File: src/rtl/ins_mem_arbiter.sv
// rtl/ins_mem_arbiter.sv - round-robin sharing of one instruction memory among cores
// Program-load writes take priority; a tag pipeline routes each read response to its core.
module ins_mem_arbiter #(
   parameter int NUM_CORES  = 4,
   parameter int WIDTH      = 8,
   parameter int DEPTH      = 256,
   parameter int ADDR_WIDTH = $clog2(DEPTH),
   parameter int CORE_ID_W  = $clog2(NUM_CORES)
) (
   input  logic                            clock,
   input  logic                            resetN,
   input  logic [NUM_CORES-1:0]            coreReq,
   input  logic [NUM_CORES*ADDR_WIDTH-1:0] coreAddr,
   output logic [NUM_CORES-1:0]            coreGnt,
   output logic [NUM_CORES-1:0]            coreRvalid,
   output logic [WIDTH-1:0]                coreRdata,
   input  logic                            loadEn,
   input  logic [ADDR_WIDTH-1:0]           loadAddr,
   input  logic [WIDTH-1:0]                loadData,
   output logic                            memWriteEn,
   output logic [ADDR_WIDTH-1:0]           memAddress,
   output logic [WIDTH-1:0]                memDataIn,
   input  logic [WIDTH-1:0]                memDataOut
);

   logic [CORE_ID_W-1:0]  rr_ptr;
   logic [CORE_ID_W-1:0]  rr_next;
   logic [CORE_ID_W-1:0]  gnt_idx;
   logic                  found;
   int                    cand;
   logic [NUM_CORES-1:0]  s1;
   logic [NUM_CORES-1:0]  s2;
   logic [ADDR_WIDTH-1:0] core_addr [NUM_CORES];

   for (genvar g = 0; g < NUM_CORES; g++) begin : g_addr
      assign core_addr[g] = coreAddr[g*ADDR_WIDTH +: ADDR_WIDTH];
   end

   // First requester at or after rr_ptr, wrapping around the core index space.
   always_comb begin
      found   = 1'b0;
      gnt_idx = '0;
      cand    = 0;
      for (int i = 0; i < NUM_CORES; i++) begin
         cand = (int'(rr_ptr) + i) % NUM_CORES;
         if (!found && coreReq[CORE_ID_W'(cand)]) begin
            found   = 1'b1;
            gnt_idx = CORE_ID_W'(cand);
         end
      end
   end

   assign rr_next = (gnt_idx == CORE_ID_W'(NUM_CORES - 1)) ? '0 : gnt_idx + 1'b1;

   always_comb begin
      coreGnt    = '0;
      memWriteEn = 1'b0;
      memAddress = '0;
      if (resetN) begin
         if (loadEn) begin
            memWriteEn = 1'b1;
            memAddress = loadAddr;
         end else if (found) begin
            coreGnt[gnt_idx] = 1'b1;
            memAddress       = core_addr[gnt_idx];
         end
      end
   end

   assign memDataIn  = loadData;
   assign coreRvalid = s2;

   // s1 tags the access presented this cycle; s2 marks the cycle its data is returned.
   always_ff @(posedge clock or negedge resetN) begin
      if (!resetN) begin
         rr_ptr    <= '0;
         s1        <= '0;
         s2        <= '0;
         coreRdata <= '0;
      end else begin
         if (|coreGnt)
            rr_ptr <= rr_next;
         s1 <= coreGnt;
         s2 <= s1;
         if (|s1)
            coreRdata <= memDataOut;
      end
   end

endmodule

File: config.mk
export PLATFORM = sky130hd
export DESIGN_NAME = ins_mem_arbiter
export DESIGN_NICKNAME = d
export VERILOG_FILES = /design/src/rtl/ins_mem_arbiter.sv
export SDC_FILE = /design/constraint.sdc
export NUM_CORES = 1
export LEC_CHECK = 0
export ABC_AREA = 1
export CORE_MARGIN = 4
export CORE_UTILIZATION = 40
export CTS_BUF_LIST = sky130_fd_sc_hd__clkbuf_4
export DETAILED_ROUTE_END_ITERATION = 8
export GPL_ROUTABILITY_DRIVEN = 1
export PLACE_DENSITY = 0.94
export RECOVER_POWER = 100
export SYNTH_ARGS = -nofsm -noshare
export SYNTH_HDL_FRONTEND = slang
export SYNTH_SLANG_ARGS = --single-unit
File: constraint.sdc
create_clock -name clock -period 3.6 [get_ports clock]
set_clock_uncertainty 0.1 [all_clocks]
set_input_delay 0.72 -clock clock [delete_from_list [all_inputs] [get_ports clock]]
set_output_delay 0.72 -clock clock [all_outputs]
set_load 0.01 [all_outputs]
Yosys cells after proc, flatten, opt, wreduce, memory -nomap -nowiden
Cells that the tools add are included.
{"block": "totals", "reg_bits": 18, "latch_bits": 0, "ramBits": 0, "rom_bits": 0, "input_bits": 63, "elab_cells": 60, "memories": 0}
{"block": "op_classes", "addsub": 4, "mul": 0, "div_mod_pow": 0, "n_lt_le_gt_ge": 7, "n_eq_ne": 1, "shifts": 0, "muxes": 34, "n_bitwise": 1, "n_reduce_logical": 9}
{"operator": "2-to-1 mux 8 bit", "count": 5}
{"operator": "binary-select mux 8 bit (select 2 bit)", "count": 1}
{"operator": "< comparator 2 x 4 -> 1 bit (second input constant)", "count": 4}
{"operator": "2-to-1 mux 1 bit", "count": 15}
{"operator": "2-to-1 mux 4 bit", "count": 3}
{"operator": "2-to-1 mux 2 bit", "count": 5}
{"operator": "binary-select mux 1 bit (select 2 bit)", "count": 4}
{"operator": "OR reduction 4 bit", "count": 2}
{"operator": "adder 2 x 1 -> 2 bit (second input constant)", "count": 2}
{"operator": "adder 2 bit (second input constant)", "count": 2}
{"operator": "logical AND 1 bit", "count": 4}
{"operator": ">= comparator 3 bit (second input constant)", "count": 1}
{"operator": "zero test 1 bit", "count": 3}
{"operator": "< comparator 2 x 3 -> 1 bit (second input constant)", "count": 1}
{"operator": "inverter 2 -> 3 bit", "count": 1}
{"operator": "demux 1 bit (select 2 bit)", "count": 1}
{"operator": "== test 2 bit (second input constant)", "count": 1}
{"operator": ">= comparator 2 x 1 -> 1 bit (second input constant)", "count": 1}

Logic depth before layout (Yosys ltp)
{"block": "depth", "word_depth": 21, "depth_mapped": 16}

Worst setup path before layout
No wires, ideal clock.
{"block": "synth_path", "path_kind": "input-to-output", "startpoint": "input port coreReq[3]", "endpoint": "output port coreGnt[3]", "t_arrival_ns": 1.895, "required_ns": 2.780, "slack_ns": 0.885, "cell_stages": 12, "path_buffers": 0, "path_cell_list": "inv_1 -> nand2_1 -> nand3_1 -> nand2_2 -> nor2_4 -> nand3_2 -> nand2_4 -> nand2_4 -> inv_1 -> ha_1 -> inv_1 -> nor2_1"}
{"block": "synth_between", "elab_chain_cells": 20, "word_cells_on_any_way": 34}
{"item": "start: declaration", "line_no": "12", "rtl": "input logic [NUM_CORES-1:0] coreReq,"}
{"item": "binary-select mux 1 bit (select 2 bit)", "line_no": "46", "rtl": "if (!found && coreReq[CORE_ID_W'(cand)]) begin"}
{"item": "2-to-1 mux 1 bit (not written as such) (2 in series)", "line_no": "46"}
{"item": "2-to-1 mux 1 bit", "line_no": "46"}
{"item": "zero test 1 bit", "line_no": "46"}
{"item": "logical AND 1 bit", "line_no": "46"}
{"item": "2-to-1 mux 1 bit", "line_no": "46"}
{"item": "zero test 1 bit", "line_no": "46"}
{"item": "logical AND 1 bit", "line_no": "46"}
{"item": "[3 not listed]"}
{"item": "2-to-1 mux 2 bit", "line_no": "46"}
{"item": "< comparator 2 x 3 -> 1 bit (not written as such) or >= comparator 2 x 1 -> 1 bit (tied branches)", "line_no": "64", "rtl": "coreGnt[gnt_idx] = 1'b1;"}
{"item": "logical AND 1 bit (not written as such)", "line_no": "64"}
{"item": "2-to-1 mux 1 bit (not written as such)", "line_no": "64"}
{"item": "demux 1 bit (select 2 bit)", "line_no": "64"}
{"item": "2-to-1 mux 4 bit *", "line_no": "63", "rtl": "end else if (found) begin"}
{"item": "2-to-1 mux 4 bit *", "line_no": "60", "rtl": "if (loadEn) begin"}
{"item": "2-to-1 mux 4 bit *", "line_no": "59", "rtl": "if (resetN) begin"}
{"item": "end: declaration", "line_no": "14", "rtl": "output logic [NUM_CORES-1:0] coreGnt,"}
Every way passes the cells marked *; elsewhere a longest branch is shown, timed or not. The select of a mux whose other input is x is not followed.

Worst setup path in the final report
{"block": "layout_path", "startpoint": "input port coreReq[1]", "endpoint": "output port memAddress[2]"}
{"block": "layout_between", "elab_chain_cells": 20, "word_cells_on_any_way": 33}
{"item": "binary-select mux 1 bit (select 2 bit)", "line_no": "46"}
{"item": "2-to-1 mux 1 bit (not written as such) (2 in series)", "line_no": "46"}
{"item": "2-to-1 mux 1 bit", "line_no": "46"}
{"item": "zero test 1 bit", "line_no": "46"}
{"item": "logical AND 1 bit", "line_no": "46"}
{"item": "2-to-1 mux 1 bit", "line_no": "46"}
{"item": "zero test 1 bit", "line_no": "46"}
{"item": "logical AND 1 bit", "line_no": "46"}
{"item": "[2 not listed]"}
{"item": "logical AND 1 bit", "line_no": "46"}
{"item": "2-to-1 mux 2 bit", "line_no": "46"}
{"item": "inverter 2 -> 3 bit (not written as such)", "line_no": "65", "rtl": "memAddress = core_addr[gnt_idx];"}
{"item": "binary-select mux 8 bit (select 2 bit)", "line_no": "65"}
{"item": "2-to-1 mux 8 bit (not written as such) (2 in series)", "line_no": "65"}
{"item": "2-to-1 mux 8 bit *", "line_no": "63"}
{"item": "2-to-1 mux 8 bit *", "line_no": "60"}
{"item": "2-to-1 mux 8 bit *", "line_no": "59"}
{"item": "end: declaration", "line_no": "21", "rtl": "output logic [ADDR_WIDTH-1:0] memAddress,"}
Marked as above.

==> summary.txt <==
Timing
  • Worst slew margin: ~75%
  • Slew Viols, Final: 0
  • Period minus WS final: roughly 3500 ps
  • Setup violators final: 0
  • Hold slack: 273 ps
  • Setup TNS: 0 ps
  • Tcrit/Tclk final: 98.0%
  • Final hold violation count: 0
  • RSZ-0062 raised after global routing: true
  • Least-Margin Pin Slew: approximately 380 ps
  • Fmax: 284 MHz

Floorplan
  • CORE AREA: 3470 sq um
  • Initial Util: a little over two fifths
  • Die Area: 4770 sq um
  • Io pins: 96
  • Die W: 69.0 um
  • FP Rows: 21
  • Die Ht: 69.0 um

Clock tree
  • Worst-case clock buffer depth: 2
  • Clock Pin Slew Worst Setup and Hold Paths: 100 ps
  • Clock sinks: 18
  • H-tree levels: 1
  • TritonCTS Buffers: 3
  • CTS root buffer: clkbuf_4
  • TritonCTS clock tree: yes
  • Clk Latency, worst-skew pair: 290 ps

Setup path
  • Setup CP Type: in -> out
  • Crit-path slowest cell: clkdlybuf4s50_1
  • CP cell instances: clkdlybuf4s50_1 -> inv_1 -> nand2_1 -> nand3_2 -> nand2_4 -> nor2_4 -> nand3_2 -> nand2_4 -> nand2_8 -> buf_4 -> nand2_2 -> nand2_1 -> nand2_1 -> nand2_1 -> nand2_1 -> nand2_1 -> dlygate4sd2_1
  • Cell mode on critical path: nand2_1
  • Crit path max fanout: 8
  • Slowest Stage Delay on Critical Path: between 400 and 500 ps
  • Startpoint Class: input port
  • Crit path from: coreReq[1]
  • Worst R2R Setup Slack: 1030 ps
  • Buf/Inv on CP: 4
  • Critical path arrival: 2710 ps
  • CP Capture Type: output pin
  • CP delay by family, top: simple AND/OR/NAND/NOR gates
  • Worst r2r src: rr_ptr[0]$_DFFE_PN0P_
  • WP data required: 2780 ps

Layout
  • Fill count: 278
  • Antenna Cells: 0
  • Most common cell after layout, fill and taps aside: nand2_1
  • Layout Nets: about 380
  • Design area: 2480 sq um
  • Most frequent cells in the layout: 100 x nand2_1, 54 x clkdlybuf4s50_1, 29 x nand3_1
  • Layout area overhead: 66.3%
  • Layout cell share with drive strength beyond 1: roughly 18%

Pwr
  • Sw Share: 47.2%
  • Peak VDD IR: 0.000379 V
  • Overall power: 2.23 mW
  • Int Pwr: about 1.2 mW
  • Gate power share: 79.9%
  • Power per standard cell area: 901 nW/um^2
  • Clock power frac: between 4 and 5%
  • Register share of total power: 15.6%
  • P_leak: 1.36 nW
  • Sw Pwr: 1.05 mW

Placement
  • IO buf count: a little under 80
  • Placed inst area: 2340 sq um
  • GP Congestion: between 0.8 and 0.9
  • Dpl hpwl: 3520 um

Route
  • DR vias: 1,789
  • Total wire length: 4570 um
  • Via/cell ratio: 4.90
  • Remaining DRCs: 0
  • Final ANT Viol Nets: 0
  • Iter 0 DRT Violations: 144
  • Detailed Routing Iterations Pass 1: 4
  • DR WL/cell: 12.5 um

Logic synthesis
  • Cells after synthesis: 229
  • Seq/Total Area, Yosys: 30.2%
  • Syn_nets: 293
  • Yosys Warn Count: 0
  • Synth unique cells: 23
  • Seq cells post-synth: 18
  • Fraction of registers with async set/reset: 100%
  • Syn Area/Cell: 6.51 sq um
  • Dominant synthesized flop cell: dfrtp_1
  • Mapped Area: 1490 sq um
  • Post-synth EDFFs: 0

GRT
  • Initial antenna violation count: 0
  • Busiest grt layer: met2
  • Largest net degree at the start of global routing: 20
  • First-pass GRT wire length: 6960 um
  • GR Overflow Total: 0
  • Met1 track demand over resource: 19.1%
  • GR Util All Layers: roughly 17%
  • Met2 GRT Util: 31.1%
  • Met3 Use GR: 4.36%
  • Vias in the first global route: 1,652

Worst hold path
  • Class of the worst hold path: reg -> reg
  • Hold path startpoint: s1[2]$_DFF_PN0_

Outcome
  • Outcome: finished, final reports clean

Flow run
  • Max-cap violations: 0
[Yosys cell counts, types with 2 or more instances]
cell	count	area, sq um
buf_4	9	67.6
buf_6	4	45.0
mux2_2	8	90.1
nand2_1	101	379
dfrtp_1	18	450
o21ai_1	2	10.0
inv_1	27	101
nand3_2	2	20.0
inv_2	2	7.51
nand2_4	2	22.5
nor2_1	7	26.3
nand2_2	6	37.5
nand3_1	31	155
[power by group through the flow]
stage / Sequential [mW] / Clock (mW) / Combinational, mW
floorplan: 0.362 / 0 / 1.02
global placement: 0.344 / 0 / 1.52
detailed placement: 0.353 / 0 / 1.56
CTS: 0.348 / 0.101 / 1.59
global route: 0.356 / 0.110 / 1.97
finish: 0.348 / 0.0996 / 1.78
[repair_timing]
action | CTS | global route
hold buffers | 0 | 0
setup endpoints to repair | 12 | 9
pin swaps | 1 | 4
cloned | 0 | 2
setup buffers | 0 | 4
resized for setup | 19 | 20
[layer usage]
layer / up-vias / part of all wire, % / wire (um)
met5: - / 0 / 0
met4: 0 / 3.2 / 146
met3: 19 / 11 / 482
met2: 117 / 49 / 2250
met1: 772 / 37 / 1700
li1: 881 / - / -
[metrics by stage]
stage / setup slack, ps / utilization (%) / instances
floorplan: 885 / - / 229
finish: 72.8 / 71.5 / 365
global route: -110 / 71.5 / 365
global placement: -156 / 67.5 / 355
detailed placement: -223 / 67.5 / 355
CTS: 61.7 / 68.8 / 359
[cell type report]
class | count | area [sq um] | area share, %
sequential | 18 | 450 | 18.2
multi-input combinational | 166 | 853 | 34.4
tap | 46 | 57.6 | 2.32
clock buffer | 3 | 22.5 | 0.909
clock inverter | 1 | 3.75 | 0.151
inverter | 31 | 121 | 4.90
timing repair buffer | 100 | 970 | 39.1
[worst register-to-register path: cells and delay by family (launching register included)]
| kind | cells | cell delay, ps |
|---|---|---|
| adder cells (fa/ha/maj) | 1 | 210 |
| buffers and inverters | 3 | 420 |
| AO/OA/AOI/OAI | 1 | 200 |
| flip-flops | 1 | 590 |
| AND/OR/NAND/NOR | 11 | 970 |
[kinds of logic after synthesis]
family | after synthesis | synth area share [%]
mux | 8 | 6.05
simple gates | 153 | 45.2
flops | 18 | 30.2
compound gates | 3 | 1.01
fa+ha+maj | 1 | 0.839
buf+inv | 46 | 16.7
[path summary, 6_finish.rpt]
kind | endpoint | cells past startpoint
worst max-delay path | memAddress[2] | 17
worst min-delay path | coreRvalid[2]$_DFF_PN0_ | 0
worst max register to register | rr_ptr[1]$_DFFE_PN0P_ | 16
worst min register to register | coreRvalid[2]$_DFF_PN0_ | 0
max in group asynchronous | coreRdata[7]$_DFFE_PN0P_ | 2
min in group asynchronous | coreRvalid[1]$_DFF_PN0_ | 2
[state kept, by name, indices dropped and copies added, names as in the netlist]
name	cells
coreRdata	8
s1	4
coreRvalid	4
rr_ptr	2
Power figures use the tool's default switching activity.
